$ cat config.mk
export PLATFORM = sky130hd
export DESIGN_NAME = fp16_dot_accum_flat
export DESIGN_NICKNAME = d
export VERILOG_FILES = /design/src/rtl/fp16_dot_accum_if.sv /design/src/rtl/fp16_dot_accum.sv /design/src/flat_wrapper.sv
export SDC_FILE = /design/constraint.sdc
export NUM_CORES = 1
export LEC_CHECK = 0
export CORE_ASPECT_RATIO = 0.5
export CORE_MARGIN = 4
export CORE_UTILIZATION = 58
export DETAILED_ROUTE_END_ITERATION = 7
export HOLD_SLACK_MARGIN = 0.1
export PLACE_DENSITY = 0.77
export SLEW_MARGIN = 20
export SYNTH_ARGS = -nofsm -noshare
export SYNTH_HDL_FRONTEND = slang
export SYNTH_SLANG_ARGS = --single-unit
$ cat constraint.sdc
create_clock -name clk -period 9.6 [get_ports clk]
set_clock_uncertainty 0.2 [all_clocks]
set_input_delay 0.96 -clock clk [delete_from_list [all_inputs] [get_ports clk]]
set_output_delay 0.96 -clock clk [all_outputs]
set_load 0.01 [all_outputs]
$ cat src/rtl/fp16_dot_accum_if.sv
// rtl/fp16_dot_accum_if.sv - product-beat input and dot-product result bundle for fp16_dot_accum
// Purpose: groups the product beat (in_valid, in_last, qa..qd) driven by the
//   FP8 vector multiplier and the dot-product result (out_valid, acc_out,
//   out_count, out_ovf, out_nan) returned by the accumulator.
// Ports (modports):
//   master - drives the product beat, observes the result (multiplier side / bench)
//   slave  - consumes the product beat, drives the result (fp16_dot_accum)
interface fp16_dot_accum_if #(
  parameter int ACC_W = 48,
  parameter int CNT_W = 16
) ();
  logic             in_valid;
  logic             in_last;
  logic [15:0]      qa;
  logic [15:0]      qb;
  logic [15:0]      qc;
  logic [15:0]      qd;
  logic             out_valid;
  logic [ACC_W-1:0] acc_out;
  logic [CNT_W-1:0] out_count;
  logic             out_ovf;
  logic             out_nan;

  modport master (
    output in_valid, in_last, qa, qb, qc, qd,
    input  out_valid, acc_out, out_count, out_ovf, out_nan
  );

  modport slave (
    input  in_valid, in_last, qa, qb, qc, qd,
    output out_valid, acc_out, out_count, out_ovf, out_nan
  );
endinterface

$ cat src/rtl/fp16_dot_accum.sv
// rtl/fp16_dot_accum.sv - FP16 product-to-fixed-point dot-product accumulator
// Purpose: converts four FP16 products per beat to signed fixed point
//   (24 fractional bits), sums them and accumulates across beats until a beat
//   tagged in_last, then emits one result with beat count and sticky flags.
// Ports:
//   clk  - rising-edge clock
//   rst  - synchronous active-high reset
//   bus  - fp16_dot_accum_if.slave: product beat in, dot-product result out
// Configuration macro: FP16_ACC_SATURATE_EN
//   defined   - accumulator clamps to the signed ACC_W range on overflow
//   undefined - accumulator wraps modulo 2^ACC_W
module fp16_dot_accum #(
  parameter int ACC_W = 48,
  parameter int CNT_W = 16
) (
  input logic             clk,
  input logic             rst,
  fp16_dot_accum_if.slave bus
);

  localparam int TERM_W = 42;
  localparam int SUM_W  = 44;

  // Largest FP16 normal is (2^11-1) << 29, so a 42-bit signed term always fits.
  function automatic logic [TERM_W-1:0] fp16_to_fix(input logic [15:0] h);
    logic [4:0]        e;
    logic [TERM_W-1:0] mag;
    e   = h[14:10];
    mag = {{(TERM_W-11){1'b0}}, (e != 5'd0), h[9:0]};
    if (e == 5'd31) begin
      mag = '0;
    end else if (e != 5'd0) begin
      mag = mag << (e - 5'd1);
    end
    return h[15] ? (~mag + {{(TERM_W-1){1'b0}}, 1'b1}) : mag;
  endfunction

  function automatic logic is_special(input logic [15:0] h);
    return h[14:10] == 5'd31;
  endfunction

  // Stage S1: converted terms
  logic              s1_valid_q, s1_valid_d;
  logic              s1_last_q,  s1_last_d;
  logic              s1_nan_q,   s1_nan_d;
  logic [TERM_W-1:0] s1_term_q [4];
  logic [TERM_W-1:0] s1_term_d [4];

  // Stage S2: running accumulation
  logic              first_q, first_d;
  logic [ACC_W-1:0]  acc_q,   acc_d;
  logic [CNT_W-1:0]  cnt_q,   cnt_d;
  logic              ovf_q,   ovf_d;
  logic              nan_q,   nan_d;
  logic              done_q,  done_d;

  // Output registers
  logic              out_valid_q, out_valid_d;
  logic [ACC_W-1:0]  out_acc_q,   out_acc_d;
  logic [CNT_W-1:0]  out_cnt_q,   out_cnt_d;
  logic              out_ovf_q,   out_ovf_d;
  logic              out_nan_q,   out_nan_d;

  logic [SUM_W-1:0]  beat_sum;
  logic [ACC_W:0]    acc_base;
  logic [ACC_W:0]    sum_wide;
  logic              ovf_now;

  always_comb begin
    s1_valid_d   = bus.in_valid;
    s1_last_d    = bus.in_valid & bus.in_last;
    s1_nan_d     = bus.in_valid & (is_special(bus.qa) | is_special(bus.qb) |
                                   is_special(bus.qc) | is_special(bus.qd));
    s1_term_d[0] = fp16_to_fix(bus.qa);
    s1_term_d[1] = fp16_to_fix(bus.qb);
    s1_term_d[2] = fp16_to_fix(bus.qc);
    s1_term_d[3] = fp16_to_fix(bus.qd);
  end

  always_comb begin
    beat_sum = '0;
    for (int i = 0; i < 4; i++) begin
      beat_sum = beat_sum + {{(SUM_W-TERM_W){s1_term_q[i][TERM_W-1]}}, s1_term_q[i]};
    end
    // A first beat starts from zero rather than the stale accumulator.
    acc_base = first_q ? '0 : {acc_q[ACC_W-1], acc_q};
    sum_wide = {{(ACC_W+1-SUM_W){beat_sum[SUM_W-1]}}, beat_sum} + acc_base;
    // One guard bit: true sum is out of range when it disagrees with the ACC_W sign.
    ovf_now  = sum_wide[ACC_W] ^ sum_wide[ACC_W-1];

    first_d = first_q;
    acc_d   = acc_q;
    cnt_d   = cnt_q;
    ovf_d   = ovf_q;
    nan_d   = nan_q;
    done_d  = 1'b0;
    if (s1_valid_q) begin
      if (ovf_now) begin
`ifdef FP16_ACC_SATURATE_EN
        acc_d = sum_wide[ACC_W] ? {1'b1, {(ACC_W-1){1'b0}}} : {1'b0, {(ACC_W-1){1'b1}}};
`else
        acc_d = sum_wide[ACC_W-1:0];
`endif
      end else begin
        acc_d = sum_wide[ACC_W-1:0];
      end
      if (first_q) begin
        cnt_d = {{(CNT_W-1){1'b0}}, 1'b1};
      end else if (!(&cnt_q)) begin
        cnt_d = cnt_q + {{(CNT_W-1){1'b0}}, 1'b1};
      end
      ovf_d   = (ovf_q & ~first_q) | ovf_now;
      nan_d   = (nan_q & ~first_q) | s1_nan_q;
      first_d = s1_last_q;
      done_d  = s1_last_q;
    end
  end

  // The result is taken from S2 one cycle after its last beat, so a new beat
  // landing in S2 on that same edge overwrites acc only after it is captured.
  always_comb begin
    out_valid_d = done_q;
    out_acc_d   = out_acc_q;
    out_cnt_d   = out_cnt_q;
    out_ovf_d   = out_ovf_q;
    out_nan_d   = out_nan_q;
    if (done_q) begin
      out_acc_d = acc_q;
      out_cnt_d = cnt_q;
      out_ovf_d = ovf_q;
      out_nan_d = nan_q;
    end
  end

  always_ff @(posedge clk) begin
    if (rst) begin
      s1_valid_q  <= 1'b0;
      s1_last_q   <= 1'b0;
      s1_nan_q    <= 1'b0;
      for (int i = 0; i < 4; i++) begin
        s1_term_q[i] <= '0;
      end
      first_q     <= 1'b1;
      acc_q       <= '0;
      cnt_q       <= '0;
      ovf_q       <= 1'b0;
      nan_q       <= 1'b0;
      done_q      <= 1'b0;
      out_valid_q <= 1'b0;
      out_acc_q   <= '0;
      out_cnt_q   <= '0;
      out_ovf_q   <= 1'b0;
      out_nan_q   <= 1'b0;
    end else begin
      s1_valid_q  <= s1_valid_d;
      s1_last_q   <= s1_last_d;
      s1_nan_q    <= s1_nan_d;
      for (int i = 0; i < 4; i++) begin
        s1_term_q[i] <= s1_term_d[i];
      end
      first_q     <= first_d;
      acc_q       <= acc_d;
      cnt_q       <= cnt_d;
      ovf_q       <= ovf_d;
      nan_q       <= nan_d;
      done_q      <= done_d;
      out_valid_q <= out_valid_d;
      out_acc_q   <= out_acc_d;
      out_cnt_q   <= out_cnt_d;
      out_ovf_q   <= out_ovf_d;
      out_nan_q   <= out_nan_d;
    end
  end

  assign bus.out_valid = out_valid_q;
  assign bus.acc_out   = out_acc_q;
  assign bus.out_count = out_cnt_q;
  assign bus.out_ovf   = out_ovf_q;
  assign bus.out_nan   = out_nan_q;

endmodule

$ cat src/flat_wrapper.sv
// flat-port wrapper written by rule: the top's interface ports become plain ports
module fp16_dot_accum_flat 
#(
  parameter int ACC_W = 48,
  parameter int CNT_W = 16
)
  (clk, rst, bus_in_valid, bus_in_last, bus_qa, bus_qb, bus_qc, bus_qd, bus_out_valid, bus_acc_out, bus_out_count, bus_out_ovf, bus_out_nan);
  fp16_dot_accum_if #(.ACC_W(ACC_W), .CNT_W(CNT_W)) bus_i ();
  input logic clk;
  input logic rst;
  input wire logic [$bits(bus_i.in_valid)-1:0] bus_in_valid;
  input wire logic [$bits(bus_i.in_last)-1:0] bus_in_last;
  input wire logic [$bits(bus_i.qa)-1:0] bus_qa;
  input wire logic [$bits(bus_i.qb)-1:0] bus_qb;
  input wire logic [$bits(bus_i.qc)-1:0] bus_qc;
  input wire logic [$bits(bus_i.qd)-1:0] bus_qd;
  output wire logic [$bits(bus_i.out_valid)-1:0] bus_out_valid;
  output wire logic [$bits(bus_i.acc_out)-1:0] bus_acc_out;
  output wire logic [$bits(bus_i.out_count)-1:0] bus_out_count;
  output wire logic [$bits(bus_i.out_ovf)-1:0] bus_out_ovf;
  output wire logic [$bits(bus_i.out_nan)-1:0] bus_out_nan;
  assign bus_i.in_valid = bus_in_valid;
  assign bus_i.in_last = bus_in_last;
  assign bus_i.qa = bus_qa;
  assign bus_i.qb = bus_qb;
  assign bus_i.qc = bus_qc;
  assign bus_i.qd = bus_qd;
  assign bus_out_valid = bus_i.out_valid;
  assign bus_acc_out = bus_i.acc_out;
  assign bus_out_count = bus_i.out_count;
  assign bus_out_ovf = bus_i.out_ovf;
  assign bus_out_nan = bus_i.out_nan;
  fp16_dot_accum #(.ACC_W(ACC_W), .CNT_W(CNT_W)) u_core (.clk(clk), .rst(rst), .bus(bus_i));
endmodule
==> key figures, run 1 <==
Logic synthesis
  – Syn Std Cell Area: ~28000 um^2
  – Register area share after synthesis: 22.0%
  – Synth unique cells: 98
  – Main synth FF type: dfxtp_1
  – Syn avg cell area: 7.65 um^2
  – Syn Nets: 3897
  – Post-synth EDFFs: 0
  – Yosys warnings: 0
  – Async SR Flop Fraction: 0%
  – Synthesized flop and latch total: approximately 310
  – Gate Count Post-Synth: 3637

Setup path
  – Slowest cell delay on critical path: about 0.52 ns
  – Critical path fanouts, max: 8
  – Worst-case reg-to-reg path depth: 34
  – Worst Path Required: 9.90 ns
  – Crit. Startpoint: u_core.s1_term_q[1][0]$_SDFF_PP0_
  – Worst R2R End: u_core.ovf_q$_SDFFE_PP0P_
  – Worst path slowest cell: fa_1
  – Flop-to-flop setup slack: 0.92 ns
  – Startpoint type of the worst setup path: flop
  – Worst setup EP type: flop
  – Critical R2R Launch: u_core.s1_term_q[1][0]$_SDFF_PP0_
  – Worst setup endpoint: u_core.ovf_q$_SDFFE_PP0P_
  – Critical setup path kind: flop to flop
  – Crit path arrival time: ~9 ns

Status
  – Status: finished, final reports clean

Clock network
  – Clk buf depth: 3
  – CTS tree: done
  – Clk slew on worst S/H paths: approximately 0.070 ns
  – Skew-Pair Late Insertion Delay: 0.62 ns
  – Post-CTS Setup Bufs: 0
  – CTS Buf Count: 28
  – Cts repair resizes: 0
  – Post-CTS Hold Fix Bufs: 0
  – CTS root buffer: clkbuf_16
  – H-tree level count: 1
  – Clk sinks: 306

GRT
  – Largest net degree at the start of global routing: between 100 and 150
  – Grt ovf: 0
  – Vias in the first global route: 24400
  – Initial antenna violation count: 2
  – First-pass GRT wire length: 135 mm
  – GRT Total Usage: about a third

Layout
  – Final #Nets: 3899
  – Most common cell after layout, fill and taps aside: nor2_1
  – Area growth syn-to-layout: 9.44%
  – Final instance area: 30500 um^2
  – Ratio of cells with drive above 1 in the final layout: 5.63%
  – Commonest cells after routing, fill and taps aside: 463 x nor2_1, 303 x dfxtp_1, 253 x a21oi_1

Place
  – GPL Wtd Cong: about 1
  – IO buf count: 134
  – HPWL Detailed: 65.6 mm
  – DP Area: between 20000 and 30000 um^2

STA
  – Fin crit share: 90.4%
  – Final setup fails: 0
  – WHS: between 0.2 and 0.3 ns
  – Actual slew at the worst max-slew pin: around 1 ns
  – Min Tclk post-route: around 8.7 ns
  – Unrepaired setup endpoints after global routing: false
  – Final hold violations: 0
  – Slew HR: between 30% and 40%
  – FMAX: approximately 120 MHz
  – Slew Viols, Final: 0
  – Setup TNS: 0 ns

Power and ir drop
  – Comb pwr share: between 50% and 60%
  – Psw: around 2.7 mW
  – Sequential share of power: 24.6%
  – Switching part of the total: ~45%
  – Max IR drop VDD: 0.172 mV
  – Pwr Density: approximately 200 nW/um^2
  – Leak: about 13 nW
  – Internal power: roughly 3.4 mW
  – Clk pwr share: between 10% and 20%

Route
  – Routed metal-1 wire length: about 40 mm
  – Final wirelength: approximately 85 mm
  – Drt initial violations: roughly 2600
  – DR top layer: met4
  – DR vias: approximately 27000
  – Antenna Nets Post-Route: 0
  – Vias per std cell: about 6.3
  – Routed len/inst: 19.9 um
  – Met3 Wirelength: 7.54 mm
  – Residual DRC: 0
  – Initial DRT Pass Iterations: 6
  – Routed wire length on met2: roughly 37 mm

Floorplan
  – Row cnt: 56
  – # IOs: around 140
  – Die area: a little over 50000 um^2
  – Chip width: between 300 and 400 um
  – Die height: 163 um
  – CORE AREA: roughly 47000 um^2
  – Effective utilization at floorplan: 59.0%

Run
  – Maxcap violations: 0

Min path
  – Worst hold path class: flop to flop
==> sequential cells by signal, summed over array words and instances (netlist names) <==
signal and flops:
u_core.acc_q 48, u_core.bus.acc_out 48, u_core.bus.out_count 16, u_core.bus.out_nan 1, u_core.bus.out_ovf 1, u_core.bus.out_valid 1, u_core.cnt_q 16, u_core.done_q 1
u_core.first_q 1, u_core.nan_q 1, u_core.ovf_q 1, u_core.s1_last_q 1, u_core.s1_nan_q 1, u_core.s1_term_q 168, u_core.s1_valid_q 1
==> kinds of logic (layout without fill, tap and decap cells) <==
group	Yosys count	count (layout)	synth area share, %
and+or+nand+nor	1257	1257	22.1
AOI/OAI and AO/OA	1005	1005	23.6
buffers and inverters	430	450	6.01
DFF	306	306	22.0
xor gates and xnor gates	251	251	7.95
muxes	196	196	8.42
adders and majority gates	192	192	9.87
other	0	1	0
==> synth_stat cells (79+ instances only) <==
cell / number / area (um^2)
mux2i_1: 145 / 1450
xor2_1: 103 / 902
nand2_1: 248 / 931
dfxtp_1: 306 / 6130
xnor2_1: 146 / 1280
clkbuf_1: 154 / 578
o21ai_0: 212 / 1060
a21oi_1: 253 / 1270
ha_1: 146 / 1830
nand3_1: 79 / 395
nor2_1: 463 / 1740
a21o_1: 101 / 758
inv_1: 228 / 856
==> power by group through the flow <==
stage          clock network, mW  registers, mW  logic [mW]
2_1_floorplan                  0           1.48        2.51
3_3_place_gp                   0           1.51        3.24
3_5_place_dp                   0           1.51        3.28
4_1_cts                     1.20           1.49        3.31
5_1_grt                     1.26           1.50        3.73
6_report                    1.18           1.49        3.38
==> layer usage <==
metal | vias up | global-route usage (%)
li1 | 13000 | -
met1 | 12700 | 45.7
met2 | 1061 | 49.8
met3 | 107 | 6.32
met4 | 0 | 6.20
met5 | - | 0
==> through the flow <==
step	worst slack (ns)	util, %	total power, mW	cells
2_1_floorplan	2.13	-	3.99	3637
3_3_place_gp	1.25	62.6	4.75	4247
3_5_place_dp	1.14	62.6	4.79	4247
4_1_cts	1.08	64.6	6.00	4295
5_1_grt	0.300	64.6	6.49	4296
6_report	0.922	64.6	6.05	4296
==> layout make-up <==
class | instances | area (um^2)
Multi-Input combinational cell | 2901 | 20100
Fill cell | 4148 | 16700
Sequential cell | 306 | 6130
Timing Repair Buffer | 173 | 1640
Inverter | 229 | 860
Tap cell | 638 | 798
Clock buffer | 34 | 763
Clock inverter | 14 | 190
Antenna cell | 1 | 2.50
==> how the worst min path moves through the flow <==
stage                                                  to  cells after the start                                  start
finish                u_core.bus.acc_out[11]$_SDFFE_PP0P_                      2    u_core.bus.acc_out[11]$_SDFFE_PP0P_
global route                     u_core.done_q$_SDFF_PP0_                      2            u_core.s1_last_q$_SDFF_PP0_
CTS                 u_core.bus.out_count[12]$_SDFFE_PP0P_                      2  u_core.bus.out_count[12]$_SDFFE_PP0P_
detailed placement  u_core.bus.out_count[12]$_SDFFE_PP0P_                      2  u_core.bus.out_count[12]$_SDFFE_PP0P_
global placement                u_core.nan_q$_SDFFE_PP0P_                      2             u_core.s1_nan_q$_SDFF_PP0_
floorplan                        u_core.done_q$_SDFF_PP0_                      2            u_core.s1_last_q$_SDFF_PP0_
==> worst max-delay path, delay by kind of cell (launching register included) <==
family                     cells  cell delay (ns)
and+or+nand+nor                8             1.41
adders and majority gates      5             1.76
buffers and inverters          1             0.07
DFF                            1             0.31
xor gates and xnor gates       2             0.64
AOI/OAI and AO/OA             18             4.18
Power figures use the tool's default switching activity.
==> run 2: changes to the inputs <==
Settings changed: CELL_PAD_IN_SITES_DETAIL_PLACEMENT set to 0, CELL_PAD_IN_SITES_GLOBAL_PLACEMENT set to 1, CORE_UTILIZATION 58 to 47, PLACE_DENSITY 0.77 to unset, PLACE_DENSITY_LB_ADDON set to 0.1.
==> run 2 against run 1 <==
Against the previous run:
- global-route usage shrank 6.0 points
- combinational power about the same
- wire length is 1.3% higher
- cell count up 3.2%
- fmax up 0.28%
- worst setup slack better by 0.024 ns
- clock power grew 13%
- count of clock-buffer cells in the layout increased by 6
- largest power group unchanged
- non-clock buffer count shrank 1
- sequential cell count unchanged
- critical path depth unchanged
- via count down 2.4%
==> key figures, run 2 (same netlist as run 1, synthesis figures left out) <==
Clock network
  – Clk buf depth: 3 (unchanged)
  – Post-CTS Setup Bufs: 0 (unchanged)
  – Cts repair resizes: 0 (unchanged)
  – CTS tree: done
  – CTS Buf Count: 31 (+11%)
  – Clk sinks: 306 (unchanged)
  – CTS root buffer: clkbuf_16
  – H-tree level count: 1 (unchanged)
  – Skew-Pair Late Insertion Delay: 0.62 ns (about the same)
  – Post-CTS Hold Fix Bufs: 0 (unchanged)
  – Clk slew on worst S/H paths: 0.07 ns (about the same)

Place
  – DP Area: 29600 um^2 (+0.52%)
  – Pre-CTS setup slack: 1.05 ns (-0.0919 ns)
  – GPL Wtd Cong: 0.948 (-3.7%)
  – Placed Cells incl. Taps: 4375 (+3.0%)
  – IO buf count: 134 (unchanged)
  – HPWL Detailed: 67.4 mm (+2.6%)

STA
  – Fin crit share: 90.1% (-0.25 points)
  – FMAX: 116 MHz (+0.28%)
  – Slew Viols, Final: 0 (unchanged)
  – Slew HR: 27.8% (-6.1 points)
  – Actual slew at the worst max-slew pin: 1.07 ns (+0.0816 ns)
  – Final WS setup: 0.946 ns (+0.0240 ns)
  – Min Tclk post-route: 8.65 ns (-0.0240 ns)
  – Final hold violations: 0 (unchanged)
  – Final setup fails: 0 (unchanged)
  – Unrepaired setup endpoints after global routing: false
  – Setup TNS: 0 ns (unchanged)

Run
  – Maxcap violations: 0 (unchanged)

GRT
  – Largest net degree at the start of global routing: 189 (+50%)
  – Grt ovf: 0 (unchanged)
  – First-pass GRT wire length: 135 mm (-0.22%)
  – Initial antenna violation count: 1 (-1)
  – Vias in the first global route: 23800 (-2.3%)
  – GRT Total Usage: 25.8% (-6.0 points)

Setup path
  – Worst path slowest cell: fa_1
  – Startpoint type of the worst setup path: flop
  – Worst R2R End: u_core.ovf_q$_SDFFE_PP0P_
  – Crit. Startpoint: u_core.s1_term_q[1][0]$_SDFF_PP0_
  – Worst Path Required: 9.90 ns (about the same)
  – Flop-to-flop setup slack: 0.95 ns (+0.02 ns)
  – Critical path fanouts, max: 8 (unchanged)
  – Worst setup EP type: flop
  – Critical R2R Launch: u_core.s1_term_q[1][0]$_SDFF_PP0_
  – Worst setup endpoint: u_core.ovf_q$_SDFFE_PP0P_
  – Worst-case reg-to-reg path depth: 34 (unchanged)
  – Slowest cell delay on critical path: 0.51 ns (about the same)
  – Critical setup path kind: flop to flop
  – Crit path arrival time: 8.96 ns (about the same)

Route
  – Antenna Nets Post-Route: 0 (unchanged)
  – Initial DRT Pass Iterations: 5 (-1)
  – Drt initial violations: 2269 (-11%)
  – Residual DRC: 0 (unchanged)
  – DR vias: 26200 (-2.4%)
  – Final wirelength: 86.5 mm (+1.3%)
  – Routed len/inst: 19.5 um (-1.8%)
  – Vias per std cell: 5.92 (-5.4%)

Min path
  – Worst hold path class: flop to flop

Layout
  – Most common cell after layout, fill and taps aside: nor2_1
  – Area growth syn-to-layout: 10.6%
  – Final #Nets: 3901 (+0.051%)
  – Post-Layout Cell Count: 4433 (+3.2%)
  – Final instance area: 30800 um^2 (+1.1%)
  – Top reg by flops: u_core.s1_term_q
  – Commonest cells after routing, fill and taps aside: 463 x nor2_1, 303 x dfxtp_1, 253 x a21oi_1
  – ANT cells: 0 (-1)
  – Ratio of cells with drive above 1 in the final layout: 5.81% (+0.18 points)
  – FILL cells: 5669 (+37%)
  – Max FFs per register: 168 (unchanged)

Power and ir drop
  – Tot Pwr: 6.19 mW (+2.2%)
  – Leak: 12.8 nW (+0.68%)
  – Pwr Density: 201 nW/um^2 (+1.1%)
  – Max IR drop VDD: 0.189 mV (+9.5%)

Floorplan
  – Die height: 180 um (+11%)
  – Chip width: 352 um (+11%)
  – CORE AREA: 57900 um^2 (+23%)
  – Effective utilization at floorplan: 48.0% (-11 points)
  – Die area: 63400 um^2 (+22%)
  – # IOs: 135 (unchanged)
  – Row cnt: 62 (+11%)

Status
  – Status: finished, final reports clean
-- run 2: cell count changes in the layout (fill, tap and decap cells not counted), sizes merged --
cell           delta
clkbuf            +5
clkinv            +3
clkinvlp          -2
buf               +1
bufinv            +1
clkdlybuf4s50     -1
diode             -1
inv               +1
-- run 2: worst min path at each step --
stage	slack, ns	to	from	cells after the start
final	0.24	u_core.done_q$_SDFF_PP0_	u_core.s1_last_q$_SDFF_PP0_	2
after global routing	0.27	u_core.done_q$_SDFF_PP0_	u_core.s1_last_q$_SDFF_PP0_	2
after CTS	0.24	u_core.done_q$_SDFF_PP0_	u_core.s1_last_q$_SDFF_PP0_	2
after detailed placement	0.23	u_core.done_q$_SDFF_PP0_	u_core.s1_last_q$_SDFF_PP0_	2
after global placement	0.23	u_core.done_q$_SDFF_PP0_	u_core.s1_last_q$_SDFF_PP0_	2
after floorplan	0.23	u_core.done_q$_SDFF_PP0_	u_core.s1_last_q$_SDFF_PP0_	2
-- run 2: layer usage --
metal / vias up / track usage [%] / share of wire (%)
met2: 803 / 38.3 / 42
met5: - / 0 / 0.015
met4: 2 / 5.67 / 2.2
met1: 12300 / 38.5 / 49
li1: 13000 / - / -
met3: 105 / 5.05 / 7.2
-- run 2: cell type report --
class,count,area [um^2],area share (%)
Timing Repair Buffer,172,1660,5.39
Inverter,229,860,2.79
Sequential cell,306,6130,19.9
Clock inverter,17,238,0.772
Clock buffer,40,880,2.86
Multi-Input combinational cell,2901,20100,65.2
Tap cell,768,961,3.12
-- run 2: metrics by stage --
| stage | hold slack [ns] | util (%) |
|---|---|---|
| 2_1_floorplan | 0.226 | - |
| 3_3_place_gp | 0.229 | 51.2 |
| 3_5_place_dp | 0.233 | 51.2 |
| 4_1_cts | 0.241 | 53.1 |
| 5_1_grt | 0.268 | 53.1 |
| 6_report | 0.243 | 53.1 |
-- run 2: worst max-delay path: cells and delay by family (launching register included) --
| kind | cells | cell delay, ns |
|---|---|---|
| AO/OA/AOI/OAI | 18 | 4.16 |
| XOR/XNOR | 2 | 0.64 |
| adder cells (fa/ha/maj) | 5 | 1.77 |
| buffers and inverters | 1 | 0.07 |
| flip-flops | 1 | 0.30 |
| AND/OR/NAND/NOR | 8 | 1.40 |
-- run 2: power breakdown --
| group | internal, mW | total, mW | leakage [nW] | switching [mW] |
|---|---|---|---|---|
| logic | 1.29 | 3.37 | 9.70 | 2.08 |
| registers | 1.41 | 1.49 | 2.51 | 0.0841 |
| clock network | 0.764 | 1.33 | 0.554 | 0.561 |
| total | 3.46 | 6.19 | 12.8 | 2.73 |
==> run 3: changes to the inputs <==
Settings changed: TNS_END_PERCENT set to 30.
==> results of run 3 <==
The final DEF is identical to that of run 2; final timing and power are the same.
